**src/rtl/serial_mod5_residue.sv**
```systemverilog
// Serial MSB-first residue-mod-5 tracker.
// The state register holds the running residue and drives mod directly.
module serial_mod5_residue (
    input  logic       I,
    input  logic       clk,
    input  logic       reset,
    output logic [2:0] mod
);

    typedef enum logic [2:0] {
        S0 = 3'd0,
        S1 = 3'd1,
        S2 = 3'd2,
        S3 = 3'd3,
        S4 = 3'd4
    } state_t;

    state_t s_q;
    state_t s_d;

    // next = (2*s + I) mod 5; encodings 5..7 fall back to S0
    always_comb begin
        s_d = S0;
        case (s_q)
            S0:      s_d = I ? S1 : S0;
            S1:      s_d = I ? S3 : S2;
            S2:      s_d = I ? S0 : S4;
            S3:      s_d = I ? S2 : S1;
            S4:      s_d = I ? S4 : S3;
            default: s_d = S0;
        endcase
    end

    always_ff @(posedge clk) begin
        if (reset) begin
            s_q <= S0;
        end else begin
            s_q <= s_d;
        end
    end

    assign mod = s_q;

endmodule

```
**config.mk**
```make
export PLATFORM = sky130hd
export DESIGN_NAME = serial_mod5_residue
export DESIGN_NICKNAME = d
export VERILOG_FILES = /design/src/rtl/serial_mod5_residue.sv
export SDC_FILE = /design/constraint.sdc
export NUM_CORES = 1
export LEC_CHECK = 0
export ABC_CLOCK_PERIOD_IN_PS = 1000
export CAP_MARGIN = 10
export CORE_AREA = 4 4 41 43
export CTS_BUF_LIST = sky130_fd_sc_hd__clkbuf_8
export CTS_CLUSTER_DIAMETER = 200
export DETAILED_ROUTE_END_ITERATION = 10
export DIE_AREA = 0 0 45 47
export GPL_ROUTABILITY_DRIVEN = 0
export GPL_TIMING_DRIVEN = 0
export PLACE_DENSITY_LB_ADDON = 0.1
export SLEW_MARGIN = 25
export SYNTH_ARGS = -nofsm -noshare
export SYNTH_HDL_FRONTEND = slang
export SYNTH_SLANG_ARGS = --single-unit
```
**constraint.sdc**
```tcl
create_clock -name clk -period 1 [get_ports clk]
set_input_delay 0.25 -clock clk [delete_from_list [all_inputs] [get_ports clk]]
set_output_delay 0.25 -clock clk [all_outputs]
set_load 0.05 [all_outputs]
```
==> summary.txt, run 1 <==
Synth
  • Mapped Area: 166 sq um
  • Post-Syn Area per Cell: 10.4 sq um
  • Synth Net Count: 19
  • Top cell type's share of synthesized area: 36.1%
  • Syn Inst Count: 16
  • Post-synth top area cell: dfxtp_1
  • Sequential cell area fraction in the yosys report: 36.1%
  • Ys Warns: 0
  • Ranking of synthesized cells by area: dfxtp_1, nor4b_4, and4bb_1
  • Distinct cells, synth: 13
  • FF+latch count, synth: 3

CTS
  • CTS Buf Count: 3
  • H-tree depth: 1
  • CTS Buffer Depth: 2
  • Clock-pin slew on the worst setup and hold paths: 0.03 ns
  • Clk_lat worst skew: 0.21 ns
  • Root Buffer: clkbuf_8
  • Cts hold-fix bufs: 0
  • TritonCTS clock tree: yes
  • # clock sinks: 3

Flow run
  • Maximum capacitance violations: 0

Floorplanning
  • Core area: 0.00130 sq mm
  • Die Y: 47 um
  • Rows: 13
  • Die width: 45 um
  • Die ar.: 0.00212 sq mm
  • Initial Util: 12.8%
  • I/O pin cnt: 6

Critical path
  • CP delay by family, top: flip-flops
  • CP Max Fanout: 7
  • Worst stage delay on the critical path: 0.39 ns
  • CP required: 0.75 ns
  • Arrival @ worst endpoint: 0.76 ns
  • CP Capture Type: output pin
  • Cell count along the critical path: 1
  • Buffer and inverter count on the worst path: 1
  • Critical path type: flip-flop to output pin
  • Worst reg2reg path depth: 3
  • Cell Chain, Critical Path: buf_8
  • Slowest CP cell: dfxtp_4
  • CP Launch Type: flip-flop

Drt
  • Post-route ant nets: 0
  • DRT iter0 DRCs: 1
  • Routed len/inst: 10.0 um
  • Total number of vias: 152
  • 1st-pass router iterations: 5
  • Drt drc: 0
  • Routed WL: 411 um
  • Post-DR vias/cell: 3.71

Timing
  • Final Hold Viols: 0
  • Max frequency: 0.995 GHz
  • Final worst setup slack: -0.00539 ns
  • Final Max Slew Viols: 0
  • Final worst-path cycle share: 101%
  • Worst slew pin tran: 0.254 ns
  • Setup Total Neg Slack: -0.00539 ns
  • Clock skew: 0.00277 ns
  • Max_slew headroom: 83.1%
  • Tmin final: 1.01 ns
  • RSZ-0062 raised after global routing: true
  • Final setup vio count: 1

Cells and area
  • Fill cell count: 151
  • ANT cells: 0
  • Layout cell share with drive strength beyond 1: 50.0%
  • Most frequent cells in the layout: clkbuf_8, dfxtp_4, buf_8, inv_1, nor2_1
  • Area Overhead vs Synth: 88.0%
  • Final instance area: 313 sq um
  • Final core occ: 24.0%
  • Max reg flops: 3
  • Final-stage net count: 30

Run status
  • Run status: complete, but fails checks
  • Failing checks: setup timing

Global routing
  • Initial antenna violation count: 0
  • Gr ovfl total: 0
  • Vias in the first global route: 138
  • Largest net degree at the start of global routing: 8
  • First-pass GRT wire length: 558 um
  • GRT Total Usage: 4.34%

Worst hold path
  • HP Class: flip-flop to flip-flop
  • Hold depth: 2

Place
  • Dpl ws: -0.469 ns
  • Port Buffers: 5
  • Dpl hpwl: 297 um
  • Placed Area: 239 sq um

Pwr
  • Power Density: 1720 mW/mm^2
  • Leakage: 0.120 nW
  • Peak VDD IR: 1130 uV
## what timing repair did
item                       in CTS  in global routing
cloned                          0                  0
setup buffers                   0                  1
setup endpoints to repair       6                  4
pin swaps                       0                  0
resized for setup              28                  0
hold endpoints to repair        0                  0
## cells in the mapped netlist (all sizes together)
cell type  n
nor3       2
nor2       2
nand2b     1
nor2b      1
a21oi      1
a31oi      1
and4bb     1
nor4b      1
inv        1
dfxtp      3
nor3b      2
## where the power goes
part	switching (mW)	internal (mW)	total, mW
registers	0.0131	0.123	0.136
clock network	0.0713	0.261	0.332
logic	0.0353	0.0337	0.0690
total	0.120	0.417	0.537
## kinds of logic (layout without fill, tap and decap cells)
group	Yosys count	count (layout)	synth area share, %
compound gates	2	2	6.77
flops	3	3	36.1
simple gates	10	10	54.9
buf+inv	1	11	2.25
## cell type report
class	instances	area (sq um)	share of cell area, %
Sequential cell	3	71.3	22.8
Clock inverter	1	3.75	1.20
Timing Repair Buffer	6	71.3	22.8
Clock buffer	3	41.3	13.2
Inverter	1	3.75	1.20
Tap cell	15	18.8	6.00
Multi-Input combinational cell	12	103	32.8
## metal layers
metal	share of wire [%]	GRT usage [%]	vias to the layer above
li1	-	-	78
met1	47	4.52	66
met2	40	5.65	8
met3	13	5.75	0
met4	0	0	0
met5	0	0	-
## path summary, 6_finish.rpt
check,end,slack [ns],startpoint
min reg2reg,mod[2],0.55,mod[0]
max reg2reg,mod[0],0.05,mod[2]
min,mod[2],0.55,mod[0]
max,mod[1],-0.005,mod[1]
## per-stage QoR
stage               power, mW  cells  hold WS, ns
floorplan               0.174     16        0.313
CTS                     0.542     40        0.473
global placement        0.202     36        0.479
detailed placement      0.202     36        0.475
global route            0.565     41        0.570
finish                  0.537     41        0.552
(Power assumes the default switching activity.)
==> run 2: changes to the inputs <==
ABC_CLOCK_PERIOD_IN_PS = 1100   (was 1000)
clock period = 1.1 ns   (was 1 ns; I/O delays follow)
==> run 2 against run 1 <==
The run now ends clean. Global-route usage is 0.15 points lower. Register-to-register slack better by 0.08 ns. Combinational power fell by 20%. First-iteration DRC count unchanged. Die area unchanged. Non-clock buffer count decreased by 1. Sequential share of layout area shrank 0.53 points.
==> summary.txt, run 2 (synthesized netlist as in run 1, its figures left out) <==
Timing
  • Max frequency: 0.929 GHz
  • Clock skew: 0.00341 ns (+0.000643 ns)
  • Final Hold Viols: 0 (unchanged)
  • Final setup vio count: 0 (-1)
  • Max_slew headroom: 83.1% (unchanged)
  • RSZ-0062 raised after global routing: false
  • Worst slew pin tran: 0.254 ns (unchanged)
  • Final Max Slew Viols: 0 (unchanged)
  • Tmin final: 1.08 ns
  • Final worst-path cycle share: 97.9%

Floorplanning
  • Die Y: 47 um (unchanged)
  • Die width: 45 um (unchanged)
  • Core area: 0.00130 sq mm (unchanged)
  • Initial Util: 12.8% (unchanged)
  • Rows: 13 (unchanged)
  • I/O pin cnt: 6 (unchanged)
  • Die ar.: 0.00212 sq mm (unchanged)

Global routing
  • Gr ovfl total: 0 (unchanged)
  • Largest net degree at the start of global routing: 8 (unchanged)
  • Vias in the first global route: 135 (-2.2%)
  • Initial antenna violation count: 0 (unchanged)
  • First-pass GRT wire length: 545 um (-2.3%)
  • GRT Total Usage: 4.18% (-0.15 points)

Worst hold path
  • HP Class: flip-flop to flip-flop

CTS
  • Post-CTS setup repair buffer count: 0 (unchanged)
  • Root Buffer: clkbuf_8
  • Cts hold-fix bufs: 0 (unchanged)
  • TritonCTS clock tree: yes
  • # clock sinks: 3 (unchanged)
  • CTS Buf Count: 3 (unchanged)
  • CTS Buffer Depth: 2 (unchanged)
  • Clk_lat worst skew: 0.21 ns (about the same)
  • Clock-pin slew on the worst setup and hold paths: 0.03 ns (about the same)
  • H-tree depth: 1 (unchanged)

Drt
  • WL met1: 200 um (+4.2%)
  • Total number of vias: 149 (-2.0%)
  • DRT iter0 DRCs: 1 (unchanged)
  • Max layer used: met3
  • Met3 wire length: 56 um (+5.7%)
  • Routed WL: 404 um (-1.7%)
  • WL met2: 148 um (-10%)
  • Drt drc: 0 (unchanged)
  • Routed len/inst: 10.1 um (+0.75%)
  • Post-route ant nets: 0 (unchanged)
  • Post-DR vias/cell: 3.73 (+0.48%)
  • 1st-pass router iterations: 5 (unchanged)

Cells and area
  • Max reg flops: 3 (unchanged)
  • Multi-input logic area: 103 sq um (unchanged)
  • Final-stage net count: 29 (-3.3%)
  • Layout cell share with drive strength beyond 1: 48.0% (-2.0 points)
  • Fill cell count: 153 (+1.3%)
  • Final core occ: 22.0% (-2.0 points)
  • Area Overhead vs Synth: 72.2%
  • Most frequent cells in the layout: clkbuf_8, dfxtp_2, buf_6, inv_1, nor2_1
  • ANT cells: 0 (unchanged)
  • Non-Filler Instances: 40 (-2.4%)
  • Register area: 63.8 sq um (-11%)

Critical path
  • CP required: 0.82 ns (+0.07 ns)
  • CP delay by family, top: flip-flops
  • CP Launch Type: flip-flop
  • Worst stage delay on the critical path: 0.41 ns (+0.02 ns)
  • CP Capture Type: output pin
  • CP Max Fanout: 7 (unchanged)
  • Slowest CP cell: dfxtp_2
  • Critical path type: flip-flop to output pin
  • Cell Chain, Critical Path: buf_6
  • Arrival @ worst endpoint: 0.80 ns (+0.04 ns)
  • Buffer and inverter count on the worst path: 1 (unchanged)

Place
  • Dpl hpwl: 297 um (unchanged)
  • Port Buffers: 5 (unchanged)
  • Dpl cells: 36 (unchanged)

Run status
  • Run status: finished, final reports clean

Pwr
  • Peak VDD IR: 1020 uV (-9.8%)
  • Leakage: 0.110 nW (-7.9%)
  • Power Density: 1690 mW/mm^2 (-1.5%)

Flow run
  • Maximum capacitance violations: 0 (unchanged)
run 2: cell count changes in the layout (fill, tap and decap cells not counted), sizes merged:
cell | previous run | this run
buf | 4 | 3
run 2: final timing paths:
path / startpoint / endpoint / slack (ns) / depth (start not counted)
max: mod[1] / mod[1] / 0.02 / 1
min: mod[0] / mod[2] / 0.49 / 1
max reg2reg: mod[2] / mod[0] / 0.13 / 3
min reg2reg: mod[0] / mod[2] / 0.49 / 1
run 2: repair_timing:
action	in CTS	in global routing
pin swaps	0	0
setup endpoints to repair	5	2
cloned	0	0
resized for setup	20	2
run 2: per-layer routing:
layer,global-route usage [%],vias up
met5,0,-
met2,4.80,8
met4,0,0
met3,6.13,0
met1,4.54,65
li1,-,76
run 2: where the power goes:
group	total [mW]	leakage, nW	internal [mW]	switching (mW)
logic	0.0551	0.0577	0.0239	0.0312
registers	0.128	0.0258	0.116	0.0115
clock network	0.302	0.0269	0.237	0.0650
total	0.485	0.110	0.377	0.108
run 2: area by class of cell:
type                            count  share of cell area [%]
Multi-Input combinational cell     12                    35.8
Sequential cell                     3                    22.3
Timing Repair Buffer                5                    18.3
Clock buffer                        3                    14.4
Tap cell                           15                    6.55
Clock inverter                      1                    1.31
Inverter                            1                    1.31
run 2: metrics by stage:
stage | hold WS [ns] | TNS (ns) | setup slack, ns | cell area (sq um) | power (mW)
after floorplan | 0.338 | 0 | 0.0573 | 170 | 0.158
after global placement | 0.479 | -1.97 | -0.387 | 239 | 0.183
after detailed placement | 0.475 | -1.99 | -0.394 | 239 | 0.184
after CTS | 0.484 | 0 | 0.00233 | 279 | 0.490
after global routing | 0.504 | 0 | 0.0137 | 287 | 0.507
final | 0.489 | 0 | 0.0232 | 287 | 0.485
==> run 3: changes to the inputs <==
ABC_AREA = 1   (was unset)
==> run 3 against run 2 <==
Non-clock buffer count is the same. Die area unchanged. Global-route usage rose by 0.15 points. Cell count grew 20%. Register-to-register slack improved by 0.17 ns. Highest routed layer unchanged. Synthesized cell count rose by 50%. Synthesized area is 11% lower.
==> summary.txt, run 3 <==
Run status
  • Run status: finished, final reports clean

CTS
  • Root Buffer: clkbuf_8
  • H-tree depth: 1 (unchanged)
  • CTS Buffer Depth: 2 (unchanged)
  • TritonCTS clock tree: yes
  • Cts hold-fix bufs: 0 (unchanged)
  • Post-CTS setup repair buffer count: 0 (unchanged)
  • # clock sinks: 3 (unchanged)
  • Post_cts resized: 19 (-5.0%)
  • Clk_lat worst skew: 0.21 ns (about the same)
  • CTS Buf Count: 3 (unchanged)
  • Clock-pin slew on the worst setup and hold paths: 0.03 ns (about the same)

Drt
  • Routed len/inst: 7.50 um (-26%)
  • Post-route ant nets: 0 (unchanged)
  • 1st-pass router iterations: 2 (-3)
  • DRT iter0 DRCs: 4 (+3)
  • Post-DR vias/cell: 3.52 (-5.5%)
  • Routed WL: 360 um (-11%)
  • Drt drc: 0 (unchanged)
  • Total number of vias: 169 (+13%)

Global routing
  • Gr ovfl total: 0 (unchanged)
  • Initial antenna violation count: 0 (unchanged)
  • GRT Total Usage: 4.33% (+0.15 points)
  • Vias in the first global route: 159 (+18%)
  • Largest net degree at the start of global routing: 6 (-2)
  • First-pass GRT wire length: 572 um (+5.0%)

Place
  • Dpl ws: -0.391 ns (+0.00311 ns)
  • Dpl cells: 44 (+22%)
  • Dpl hpwl: 302 um (+1.7%)
  • Port Buffers: 5 (unchanged)

Synth
  • Async set-or-reset flop fraction in the synthesized netlist: 0% (unchanged)
  • Synth Flop Type: dfxtp_1
  • Adder-cell share of the synthesized area: 0% (unchanged)
  • Post-synth top area cell: dfxtp_1
  • FF+latch count, synth: 3 (unchanged)
  • Top-count cell post-synth: nand2_1
  • Post-Synth Simple-Gate Area: 42.9% (-12 points)
  • Synth Net Count: 27 (+8)
  • Largest family of logic cells by synthesized area: simple AND/OR/NAND/NOR gates
  • Synth Area in XOR/XNOR: 0% (unchanged)
  • Distinct cells, synth: 9 (-4)
  • Number of flops mapped to enable cells by yosys: 0 (unchanged)
  • Mapped Area: 149 sq um (-11%)
  • Synth top cells by count: nand2_1, dfxtp_1, inv_1, nor2_1
  • Synth Area in Compound Gates: 6.72% (-0.044 points)
  • Mux cell area share after synthesis: 0% (unchanged)
  • Syn Inst Count: 24 (+8)
  • Ys Warns: 0 (unchanged)
  • Ranking of synthesized cells by area: dfxtp_1, nand2_1, nor2_2
  • Top cell type's share of synthesized area: 40.3% (+4.2 points)
  • Post-Syn Area per Cell: 6.20 sq um (-40%)
  • Sequential cell area fraction in the yosys report: 40.3% (+4.2 points)

Cells and area
  • ANT cells: 0 (unchanged)
  • Max reg flops: 3 (unchanged)
  • Layout cell share with drive strength beyond 1: 36.4% (-12 points)
  • Commonest non-fill, non-tap cell in the layout: nand2_1
  • Area Overhead vs Synth: 76.5%
  • Final-stage net count: 37 (+28%)
  • Multi-input logic area: 73.8 sq um (-28%)
  • Most frequent cells in the layout: nand2_1, inv_1, nor2_1, clkbuf_8, dfxtp_2
  • Fill cell count: 160 (+4.6%)
  • Non-Filler Instances: 48 (+20%)
  • Register area: 63.8 sq um (unchanged)

Floorplanning
  • Initial Util: 11.4% (-1.3 points)
  • Rows: 13 (unchanged)
  • Die width: 45 um (unchanged)
  • Die ar.: 0.00212 sq mm (unchanged)
  • Core area: 0.00130 sq mm (unchanged)
  • I/O pin cnt: 6 (unchanged)
  • Die Y: 47 um (unchanged)

Critical path
  • Worst stage delay on the critical path: 0.35 ns (-0.06 ns)
  • CP Max Fanout: 5 (-2)
  • Crit path launch: mod[1]
  • CP Launch Type: flip-flop
  • Cell count along the critical path: 1 (unchanged)
  • Cell Chain, Critical Path: buf_4
  • R2R Path End: mod[0]
  • Slowest CP cell: dfxtp_2
  • Worst reg2reg path depth: 6 (+3)
  • R2R setup slack: 0.30 ns (+0.17 ns)
  • Critical path type: flip-flop to output pin
  • Worst R2R Start: mod[2]
  • Worst setup endpoint: mod[1]
  • Buffer and inverter count on the worst path: 1 (unchanged)
  • Arrival @ worst endpoint: 0.77 ns (-0.03 ns)
  • CP required: 0.82 ns (about the same)
  • CP Capture Type: output pin
  • CP delay by family, top: flip-flops

Timing
  • Clock skew: 0.000180 ns (-0.00323 ns)
  • Final worst setup slack: 0.0503 ns (+0.0271 ns)
  • Final setup vio count: 0 (unchanged)
  • Worst slew pin tran: 0.148 ns (-0.106 ns)
  • RSZ-0062 raised after global routing: false
  • Tmin final: 1.05 ns (-0.0271 ns)
  • Final Hold Viols: 0 (unchanged)
  • Final worst-path cycle share: 95.4% (-2.5 points)
  • Max_slew headroom: 90.2% (+7.1 points)
  • Setup Total Neg Slack: 0 ns (unchanged)
  • Final Max Slew Viols: 0 (unchanged)
  • Max frequency: 0.953 GHz (+2.6%)

Pwr
  • Power Density: 1860 mW/mm^2 (+10%)
  • Peak VDD IR: 368 uV (-64%)
  • Pint: 0.378 mW (+0.22%)
  • Logic pwr share: 12.4% (+1.0 points)
  • Leakage: 0.128 nW (+16%)
  • Sw frac: 22.7% (+0.49 points)
  • Clk pwr share: 62.0% (-0.3 points)
  • Sequential Power Share: 25.6% (-0.7 points)
  • NetSw: 0.111 mW (+3.1%)

Worst hold path
  • HP Class: flip-flop to flip-flop

Flow run
  • Maximum capacitance violations: 0 (unchanged)
[run 3: layout make-up]
| type | count | share of cell area (%) |
|---|---|---|
| clock buffer | 3 | 15.7 |
| clock inverter | 1 | 1.43 |
| inverter | 4 | 5.71 |
| multi-input combinational | 17 | 28.1 |
| sequential | 3 | 24.3 |
| tap | 15 | 7.14 |
| timing repair buffer | 5 | 17.6 |
[run 3: worst min-delay path by stage]
stage	from	to	slack, ns	cells after the start
final	mod[0]	mod[1]	0.51	2
after global routing	mod[0]	mod[1]	0.56	2
after CTS	mod[2]	mod[2]	0.56	4
after detailed placement	mod[0]	mod[1]	0.54	2
after global placement	mod[0]	mod[1]	0.55	2
after floorplan	reset	mod[1]	0.34	1
[run 3: per-layer routing]
| layer | vias up | share of wire [%] | track usage (%) |
|---|---|---|---|
| met3 | 0 | 20 | 4.98 |
| met2 | 6 | 42 | 4.80 |
| li1 | 90 | - | - |
| met5 | - | 0 | 0 |
| met4 | 0 | 0 | 5.26 |
| met1 | 73 | 38 | 3.61 |
[run 3: worst register-to-register path, cell delays in order, from the launching register on]
cell,delay (ns)
dfxtp_2,0.34
inv_2,0.05
nor2_2,0.09
nand2_1,0.08
nand3_1,0.09
nand2_1,0.05
inv_1,0.04
[run 3: metrics by stage]
step | instance area [sq um] | hold slack (ns) | util [%] | power [mW]
2_1_floorplan | 151 | 0.337 | - | 0.163
3_3_place_gp | 220 | 0.545 | 16.9 | 0.188
3_5_place_dp | 220 | 0.540 | 16.9 | 0.187
4_1_cts | 262 | 0.560 | 20.1 | 0.502
5_1_grt | 263 | 0.563 | 20.2 | 0.515
6_report | 263 | 0.515 | 20.2 | 0.489
[run 3: cells by family (layout without fill, tap and decap cells)]
group                  after synthesis  count (layout)
AOI/OAI and AO/OA                    2               2
DFF                                  3               3
buffers and inverters                4              13
and+or+nand+nor                     15              15
[run 3: power by group through the flow]
stage / Combinational [mW] / Clock, mW / Sequential [mW]
after floorplan: 0.0184 / 0 / 0.145
after global placement: 0.0623 / 0 / 0.126
after detailed placement: 0.0618 / 0 / 0.125
after CTS: 0.0616 / 0.316 / 0.125
after global routing: 0.0662 / 0.322 / 0.127
final: 0.0605 / 0.303 / 0.125
